[src/rtl/study_index_tracker.sv]
// Study-mode score follower: debounces key codes, scores each accepted press as hit/miss
// and advances the song index. Define STUDY_MISS_COUNT_EN to build the saturating miss counter.
module study_index_tracker #(
    parameter int unsigned NOTE_W     = 10,
    parameter int unsigned IDX_W      = 7,
    parameter int unsigned START_IDX  = 1,
    parameter int unsigned SONG_LEN   = 100,
    parameter int unsigned STABLE_CYC = 4
) (
    input  logic              clk,
    input  logic              rst,
    input  logic              en,
    input  logic              restart,
    input  logic [NOTE_W-1:0] expected_note,
    input  logic [NOTE_W-1:0] key_in,
    output logic [IDX_W-1:0]  index,
    output logic              hit,
    output logic              miss,
    output logic              done,
    output logic [7:0]        miss_count
);

    localparam int unsigned CNT_W = (STABLE_CYC > 2) ? $clog2(STABLE_CYC) : 1;
    localparam logic [IDX_W-1:0] START_V  = IDX_W'(START_IDX);
    localparam logic [IDX_W-1:0] LAST_V   = IDX_W'(SONG_LEN);
    localparam logic [CNT_W-1:0] CNT_LAST = CNT_W'((STABLE_CYC >= 2) ? (STABLE_CYC - 2) : 0);

    typedef enum logic [2:0] {
        IDLE    = 3'd0,
        ARMED   = 3'd1,
        CONFIRM = 3'd2,
        HELD    = 3'd3,
        DONE    = 3'd4
    } state_t;

    state_t             state, state_nxt;
    logic [NOTE_W-1:0]  cand, cand_nxt;
    logic [CNT_W-1:0]   cnt, cnt_nxt;
    logic [IDX_W-1:0]   index_nxt;
    logic               hit_nxt, miss_nxt, done_nxt;
    logic               key_zero;
    logic               accept;

    assign key_zero = (key_in == '0);

    // State register and registered outputs
    always_ff @(posedge clk) begin
        if (rst) begin
            state <= IDLE;
            cand  <= '0;
            cnt   <= '0;
            index <= START_V;
            hit   <= 1'b0;
            miss  <= 1'b0;
            done  <= 1'b0;
        end else begin
            state <= state_nxt;
            cand  <= cand_nxt;
            cnt   <= cnt_nxt;
            index <= index_nxt;
            hit   <= hit_nxt;
            miss  <= miss_nxt;
            done  <= done_nxt;
        end
    end

    // Next-state and output decode; restart overrides en
    always_comb begin
        state_nxt = state;
        cand_nxt  = cand;
        cnt_nxt   = cnt;
        index_nxt = index;
        hit_nxt   = 1'b0;
        miss_nxt  = 1'b0;
        done_nxt  = done;
        accept    = 1'b0;

        if (restart) begin
            state_nxt = IDLE;
            cand_nxt  = '0;
            cnt_nxt   = '0;
            index_nxt = START_V;
            done_nxt  = 1'b0;
        end else if (en) begin
            unique case (state)
                IDLE: begin
                    if (key_zero) state_nxt = ARMED;
                end
                ARMED: begin
                    if (!key_zero) begin
                        if (STABLE_CYC == 1) begin
                            accept = 1'b1;
                        end else begin
                            state_nxt = CONFIRM;
                            cand_nxt  = key_in;
                            cnt_nxt   = '0;
                        end
                    end
                end
                CONFIRM: begin
                    if (key_zero) begin
                        state_nxt = ARMED;
                    end else if (key_in != cand) begin
                        cand_nxt = key_in;
                        cnt_nxt  = '0;
                    end else if (cnt == CNT_LAST) begin
                        accept = 1'b1;
                    end else begin
                        cnt_nxt = cnt + 1'b1;
                    end
                end
                HELD: begin
                    if (key_zero) state_nxt = ARMED;
                end
                DONE: begin
                    state_nxt = DONE;
                end
                default: begin
                    state_nxt = IDLE;
                end
            endcase

            // One scored event per press; the last note parks the FSM in DONE
            if (accept) begin
                state_nxt = HELD;
                cnt_nxt   = '0;
                if (key_in == expected_note) begin
                    hit_nxt = 1'b1;
                    if (index == LAST_V) begin
                        done_nxt  = 1'b1;
                        state_nxt = DONE;
                    end else begin
                        index_nxt = index + 1'b1;
                    end
                end else begin
                    miss_nxt = 1'b1;
                end
            end
        end
    end

`ifdef STUDY_MISS_COUNT_EN
    logic [7:0] mc_q, mc_nxt;

    // Saturating miss counter
    always_comb begin
        mc_nxt = mc_q;
        if (restart) begin
            mc_nxt = 8'h00;
        end else if (miss_nxt && (mc_q != 8'hFF)) begin
            mc_nxt = mc_q + 8'h01;
        end
    end

    always_ff @(posedge clk) begin
        if (rst) begin
            mc_q <= 8'h00;
        end else begin
            mc_q <= mc_nxt;
        end
    end

    assign miss_count = mc_q;
`else
    assign miss_count = 8'h00;
`endif

endmodule

[config.mk]
export PLATFORM = sky130hd
export DESIGN_NAME = study_index_tracker
export DESIGN_NICKNAME = d
export VERILOG_FILES = /design/src/rtl/study_index_tracker.sv
export SDC_FILE = /design/constraint.sdc
export NUM_CORES = 1
export LEC_CHECK = 0
export ABC_AREA = 1
export CORE_MARGIN = 1.5
export CORE_UTILIZATION = 52
export CTS_CLUSTER_DIAMETER = 100
export CTS_CLUSTER_SIZE = 24
export DETAILED_ROUTE_END_ITERATION = 12
export PLACE_DENSITY = 0.91
export SLEW_MARGIN = 0
export SYNTH_ARGS = -nofsm -noshare
export SYNTH_HDL_FRONTEND = slang
export SYNTH_SLANG_ARGS = --single-unit
[constraint.sdc]
create_clock -name clk -period 4.7 [get_ports clk]
set_clock_uncertainty 0.15 [all_clocks]
set_input_delay 0.94 -clock clk [delete_from_list [all_inputs] [get_ports clk]]
set_output_delay 0.94 -clock clk [all_outputs]
set_load 0.01 [all_outputs]
# --- Word level (Yosys, flattened, before mapping) ---
# Cells that the tools add are included.
totals:
  regBits: 25
  inputBits: 24
  output_inout_bits: 18
  word_cells: 63
classes:
  n_addsub: 2
  eq_ne: 15
  n_mux: 24
  n_bitwise: 3
  n_reduce_logical: 12
ops:
  columns: ["cell", "count"]
  rows:
  - ["10-bit 2-to-1 mux", 3]
  - ["10-bit one-hot mux with 2 select lines", 1]
  - ["3-bit 2-to-1 mux", 5]
  - ["10-bit equality test", 1]
  - ["10-bit logical NOT", 1]
  - ["2-bit 2-to-1 mux", 5]
  - ["10-bit != test", 1]
  - ["5-bit AND reduction", 2]
  - ["3-bit one-hot mux with 3 select lines", 1]
  - ["1-bit 2-to-1 mux", 8]
  - ["4-bit AND reduction", 2]
  - ["7-bit by 1-bit adder with 7-bit output (second input constant)", 1]
  - ["7-bit equality test (second input constant)", 1]
  - ["3-bit by 2-bit equality test with 1-bit output (second input constant)", 2]
  - ["2-bit != test (second input constant)", 3]
  - ["3-bit != test (second input constant)", 2]
  - ["4-bit != test (second input constant)", 1]
  - ["2-bit one-hot mux with 2 select lines", 1]
  - ["4-bit OR reduction", 1]
  - ["3-bit by 1-bit equality test with 1-bit output (second input constant)", 1]
  - ["3-bit equality test (second input constant)", 1]
  - ["3-bit logical NOT", 1]
  - ["3-bit by 1-bit != test with 1-bit output (second input constant)", 1]
  - ["1-bit NOT", 3]
  - ["7 further kinds", 7]

# --- Depth between registers and ports, before layout ---
logic_depth:
  ltp_word: 9
  ltp_mapped: 12
  mapped_depth_nobuf: 12

# --- Worst setup path after synthesis ---
# No wires, ideal clock.
synth_timing:
  path_kind: "input to register"
  from: "input key_in[4]"
  to: "register index[6]"
  arrival_ns: 1.882
  required_time_ns: 4.435
  slack_ns: 2.553
  path_stages: 8
  n_path_buf: 1
  path_cell_list: "xor2_1 > nor2_1 > nand4_2 > nor2_4 > buf_6 > nand3_1 > nand2_1 > nor2_1"
synth_via:
  elab_chain_cells: 7
synth_rtl:
  columns: ["item", "line_no", "text"]
  rows:
  - ["start: declaration", "15", "input logic [NOTE_W-1:0] key_in,"]
  - ["10-bit != test", "103", "end else if (key_in != cand) begin"]
  - ["1-bit 2-to-1 mux", "103", null]
  - ["1-bit 2-to-1 mux", "101", "if (key_zero) begin"]
  - ["1-bit 2-to-1 mux", "85", "unique case (state)"]
  - ["1-bit 2-to-1 mux", "84", "end else if (en) begin"]
  - ["1-bit 2-to-1 mux", "78", "if (restart) begin"]
  - ["4-bit AND reduction (no source line) *", null, null]
  - ["end signal: assignment", "60", "index <= index_nxt;"]
  - ["end: declaration", "16", "output logic [IDX_W-1:0] index,"]
# Mark *: on every way between the ends. The rest lies on a longest branch, timed or not. The select of a mux whose other input is x is not followed.
# A chain may end at the register's enable or synchronous reset.

# --- Final worst setup path ---
layout_timing:
  from: "input key_in[6]"
  to: "register cand[2]"
layout_via:
  elab_chain_cells: 3
layout_rtl:
  columns: ["item", "line_no", "text"]
  rows:
  - ["10-bit != test or 10-bit logical NOT (tied branches)", "103, 44", null]
  - ["2-bit != test (no source line)", null, null]
  - ["5-bit AND reduction (no source line) *", null, null]
  - ["end signal: assignment", "58", "cand <= cand_nxt;"]
  - ["end: declaration", "37", "logic [NOTE_W-1:0] cand, cand_nxt;"]
# Mark *: on every way between the ends. The rest lies on a longest branch, timed or not.

==> results_dict.tcl <==
set metrics [dict create \
    outcome "finished with violations" \
    violations "DRC" \
    layout_min_cycle_time_ns 2.62 \
    pwr-share-clk 0.272 \
    timing.critical_path.buf_inv 3 \
    gr-usage-all-layers 0.198 \
    layout.core_utilization 0.682 \
    grt_pass1_wl_um 5330 \
    synthMuxAreaShare 0 \
    hpwlAfterDp_um 2580 \
    critPathKind "input pin to flop" \
    worstPathMaxFanout 15 \
    synth_top_family_by_area "simple AND/OR/NAND/NOR gates" \
    post_synth.cell_area_avg_sq_um 6.83 \
    synthSimpleGateAreaFrac 0.362 \
    cts-hold-fix-buffers 0 \
    critical-path-max-stage-delay_ns 0.54 \
    final_antenna_net_count 0 \
    setup.worst_path.end_class "flop" \
    power.share.sequential 0.570 \
    floorplan.initialDensity 0.562 \
    gp_congestion 0.888 \
    synthAdderAreaFrac 0.0236 \
    synth_warnings 0 \
    share_comb_of_total_power 0.158 \
    floorplan.die.height_um 58.3 \
    ys_dominant_reg_cell "sky130_fd_sc_hd__dfxtp_1" \
    yosysTopAreaCellShare 0.315 \
    drc 3 \
    tritoncts "yes" \
    via_per_inst 5.07 \
    tns_ns 0 \
    detailedRoute.firstPassIterationCount 8 \
    max_clock_freq_mhz 381 \
    ir_worst_vdd_mv 0.111 \
    critical_path_arrival_ns 2.71 \
    clk_pin_slew_ns 0.14 \
    insertedDiodeCount 0 \
    postSynthCellCount 233 \
    timing.critical_path.cells "clkdlybuf4s50_1 -> inv_2 -> nand2_1 -> nand2_1 -> nor2_1 -> nand2_1 -> nor2_4 -> nand3_1 -> nand2_2 -> inv_1 -> nor2_1 -> nor2_1" \
    layout-drive-gt1-share 0.0827 \
    worst_r2r_path_depth 8 \
    core_sq_um 2830 \
    synth_edf_count 0 \
    post-route-period-util 0.558 \
    grt-ovfl-total 0 \
    yosysSeqAreaShare 0.315 \
    final_net_count 294 \
    synthDistinctLibCells 29 \
    clkSinkCount 25 \
    cell_area_after_synthesis_sq_um 1590 \
    finalSetupViolations 0 \
    synthToLayoutAreaGrowth_pct 21.2 \
    power_density_nw_per_um2 193 \
    worst_setup_path_start_kind "input pin" \
    clk_latency_ns 0.32 \
    timing_hold_violations_final 0 \
    slew_violations 0 \
    swShare 0.262 \
    num-fill-cells 247 \
    post_synth_xor_area_fraction 0.0771 \
    tritoncts.num_buffers 3 \
    ys_seq_elements 25 \
    cpMaxStageDelayCell "sky130_fd_sc_hd__clkdlybuf4s50_1" \
    grt_pass1_vias 1312 \
    total_switching_power_uw 97.7 \
    netlist_top_cells_area "sky130_fd_sc_hd__dfxtp_1 31%, sky130_fd_sc_hd__nand2_1 11%, sky130_fd_sc_hd__nor2_1 9.0%" \
    cts_max_level 1 \
    synth_area_leader_cell "sky130_fd_sc_hd__dfxtp_1" \
    die_area_sq_um 3400 \
    cellLeakagePower_nw 0.762 \
    detailedRoute.firstIterationViolations 67 \
    busiest_layer "met2" \
    whs_path_depth 2 \
    cts.root.buffer_cell "sky130_fd_sc_hd__clkbuf_4" \
    drt_wl_total_um 3220 \
    timing.critical_path.max_delay_family "simple AND/OR/NAND/NOR gates" \
    cts_post_setup_buffers_inserted 0 \
    ys_async_sr_fraction 0 \
    cts-root-to-sink-buffers 2 \
    synth-compound-area-share 0.0944 \
    gr-usage-met1 0.256 \
    intPower_uw 275 \
    cts_repair_resize_count 0 \
    via_count 1505 \
    hold_class "flop to flop" \
    final-seq-area_sq_um 500 \
    worstSetupPathDepth 12 \
    max_slew_margin 0.655 \
    grt_start_max_net_pins 24 \
    met2_usage_grt 0.332 \
    drv_cap 0 \
    io_buffers 33 \
    grt.met3_usage 0.0286 \
    worst_slew_pin_slew_ns 0.513 \
    grt_antenna_before_repair 0 \
    grt_setup_unrepaired "no" \
    die_w_um 58.3 \
    area_of_combinational_cells_with_multiple_inputs_sq_um 916 \
    fp-row-count 19 \
    detail_route.wl_per_cell_um 10.8 \
    ios 42 \
    crit_required_ns 4.78 \
]
tightest hold or removal path: stages (launching register included):
cell	delay, ns
sky130_fd_sc_hd__dfxtp_1	0.36
sky130_fd_sc_hd__nand2_1	0.05
sky130_fd_sc_hd__o21ai_0	0.05
registers in the layout (all words and copies together) (netlist names):
name and cells:
cand 10, index 7, state 3, cnt 2, done 1, hit 1, miss 1
cell usage after synthesis, types with 2 or more instances:
cell	number
sky130_fd_sc_hd__a21oi_1	13
sky130_fd_sc_hd__buf_6	2
sky130_fd_sc_hd__nor2_1	38
sky130_fd_sc_hd__inv_1	24
sky130_fd_sc_hd__nand4_1	4
sky130_fd_sc_hd__buf_4	8
sky130_fd_sc_hd__nor3_1	4
sky130_fd_sc_hd__dfxtp_1	25
sky130_fd_sc_hd__nand2_1	45
sky130_fd_sc_hd__nor2_4	5
sky130_fd_sc_hd__inv_2	5
sky130_fd_sc_hd__o21ai_1	5
sky130_fd_sc_hd__xor2_1	2
sky130_fd_sc_hd__nand3_1	15
sky130_fd_sc_hd__xnor2_1	12
sky130_fd_sc_hd__o21ai_0	9
sky130_fd_sc_hd__nor2_2	2
sky130_fd_sc_hd__ha_1	3
sky130_fd_sc_hd__nand2_2	2
routing by layer:
layer  up-vias  share of wire  routed length [um]
li1        781              -                   -
met1       668           0.47                1520
met2        51           0.47                1510
met3         5          0.049                 156
met4         0          0.012                  37
met5         -              0                   0
power groups by stage:
stage          clock network (mW)  logic [mW]  registers (mW)
2_1_floorplan                   0      0.0337           0.217
3_3_place_gp                    0      0.0570           0.217
3_5_place_dp                    0      0.0588           0.217
4_1_cts                    0.0988      0.0590           0.212
5_1_grt                     0.106      0.0641           0.212
6_report                    0.101      0.0589           0.212
cell families after synthesis:
kind of cell	after synthesis
buf+inv	41
other cells	1
simple gates	120
fa+ha+maj	3
compound gates	29
xor+xnor	14
flops	25
cell type report:
class                           instances  share of cell area
Clock buffer                            4              0.0136
Inverter                               29              0.0565
Multi-Input combinational cell        174               0.475
Sequential cell                        25               0.260
Tap cell                               31              0.0201
Timing Repair Buffer                   34               0.175
layout by cell type (no fill, tap or decap):
master                            instances
sky130_fd_sc_hd__buf_4                    1
sky130_fd_sc_hd__nor2_1                  38
sky130_fd_sc_hd__nand4_1                  4
sky130_fd_sc_hd__inv_2                    5
sky130_fd_sc_hd__nand4_2                  1
sky130_fd_sc_hd__dfxtp_1                 25
sky130_fd_sc_hd__conb_1                   8
sky130_fd_sc_hd__xnor2_1                 12
sky130_fd_sc_hd__clkdlybuf4s50_1         33
sky130_fd_sc_hd__nand3_1                 15
sky130_fd_sc_hd__clkbuf_1                 1
sky130_fd_sc_hd__nor2_4                   5
sky130_fd_sc_hd__o21ai_0                  9
sky130_fd_sc_hd__and3_1                   1
sky130_fd_sc_hd__o21ai_2                  1
sky130_fd_sc_hd__ha_1                     3
sky130_fd_sc_hd__inv_1                   24
sky130_fd_sc_hd__nand4_4                  1
sky130_fd_sc_hd__nor2_2                   2
sky130_fd_sc_hd__nor3_1                   4
sky130_fd_sc_hd__a21oi_1                 13
sky130_fd_sc_hd__nand2_2                  2
sky130_fd_sc_hd__or2_1                    1
sky130_fd_sc_hd__o21ai_1                  5
sky130_fd_sc_hd__nand2_1                 45
sky130_fd_sc_hd__nor3_4                   1
sky130_fd_sc_hd__a31oi_1                  1
sky130_fd_sc_hd__xor2_1                   2
sky130_fd_sc_hd__clkbuf_4                 3
stage by stage:
stage	instance area [sq um]	setup slack [ns]	hold WS, ns	std cells	total power [mW]
after global routing	1930	1.92	0.357	297	0.382
after global placement	1900	1.79	0.294	293	0.274
after detailed placement	1900	1.74	0.303	293	0.275
after floorplan	1620	2.55	0.292	240	0.250
final	1930	2.08	0.329	297	0.372
after CTS	1930	2.08	0.334	297	0.370
final timing paths:
kind	slack [ns]	from	end
setup / recovery	2.08	key_in[6]	cand[2]$_SDFFE_PP0P_
hold / removal	0.33	done$_SDFFE_PP0P_	done$_SDFFE_PP0P_
setup reg to reg	2.77	state[0]$_SDFFE_PP0P_	cand[5]$_SDFFE_PP0P_
hold reg to reg	0.33	done$_SDFFE_PP0P_	done$_SDFFE_PP0P_
Note: power is estimated with default switching activity, not from simulation.
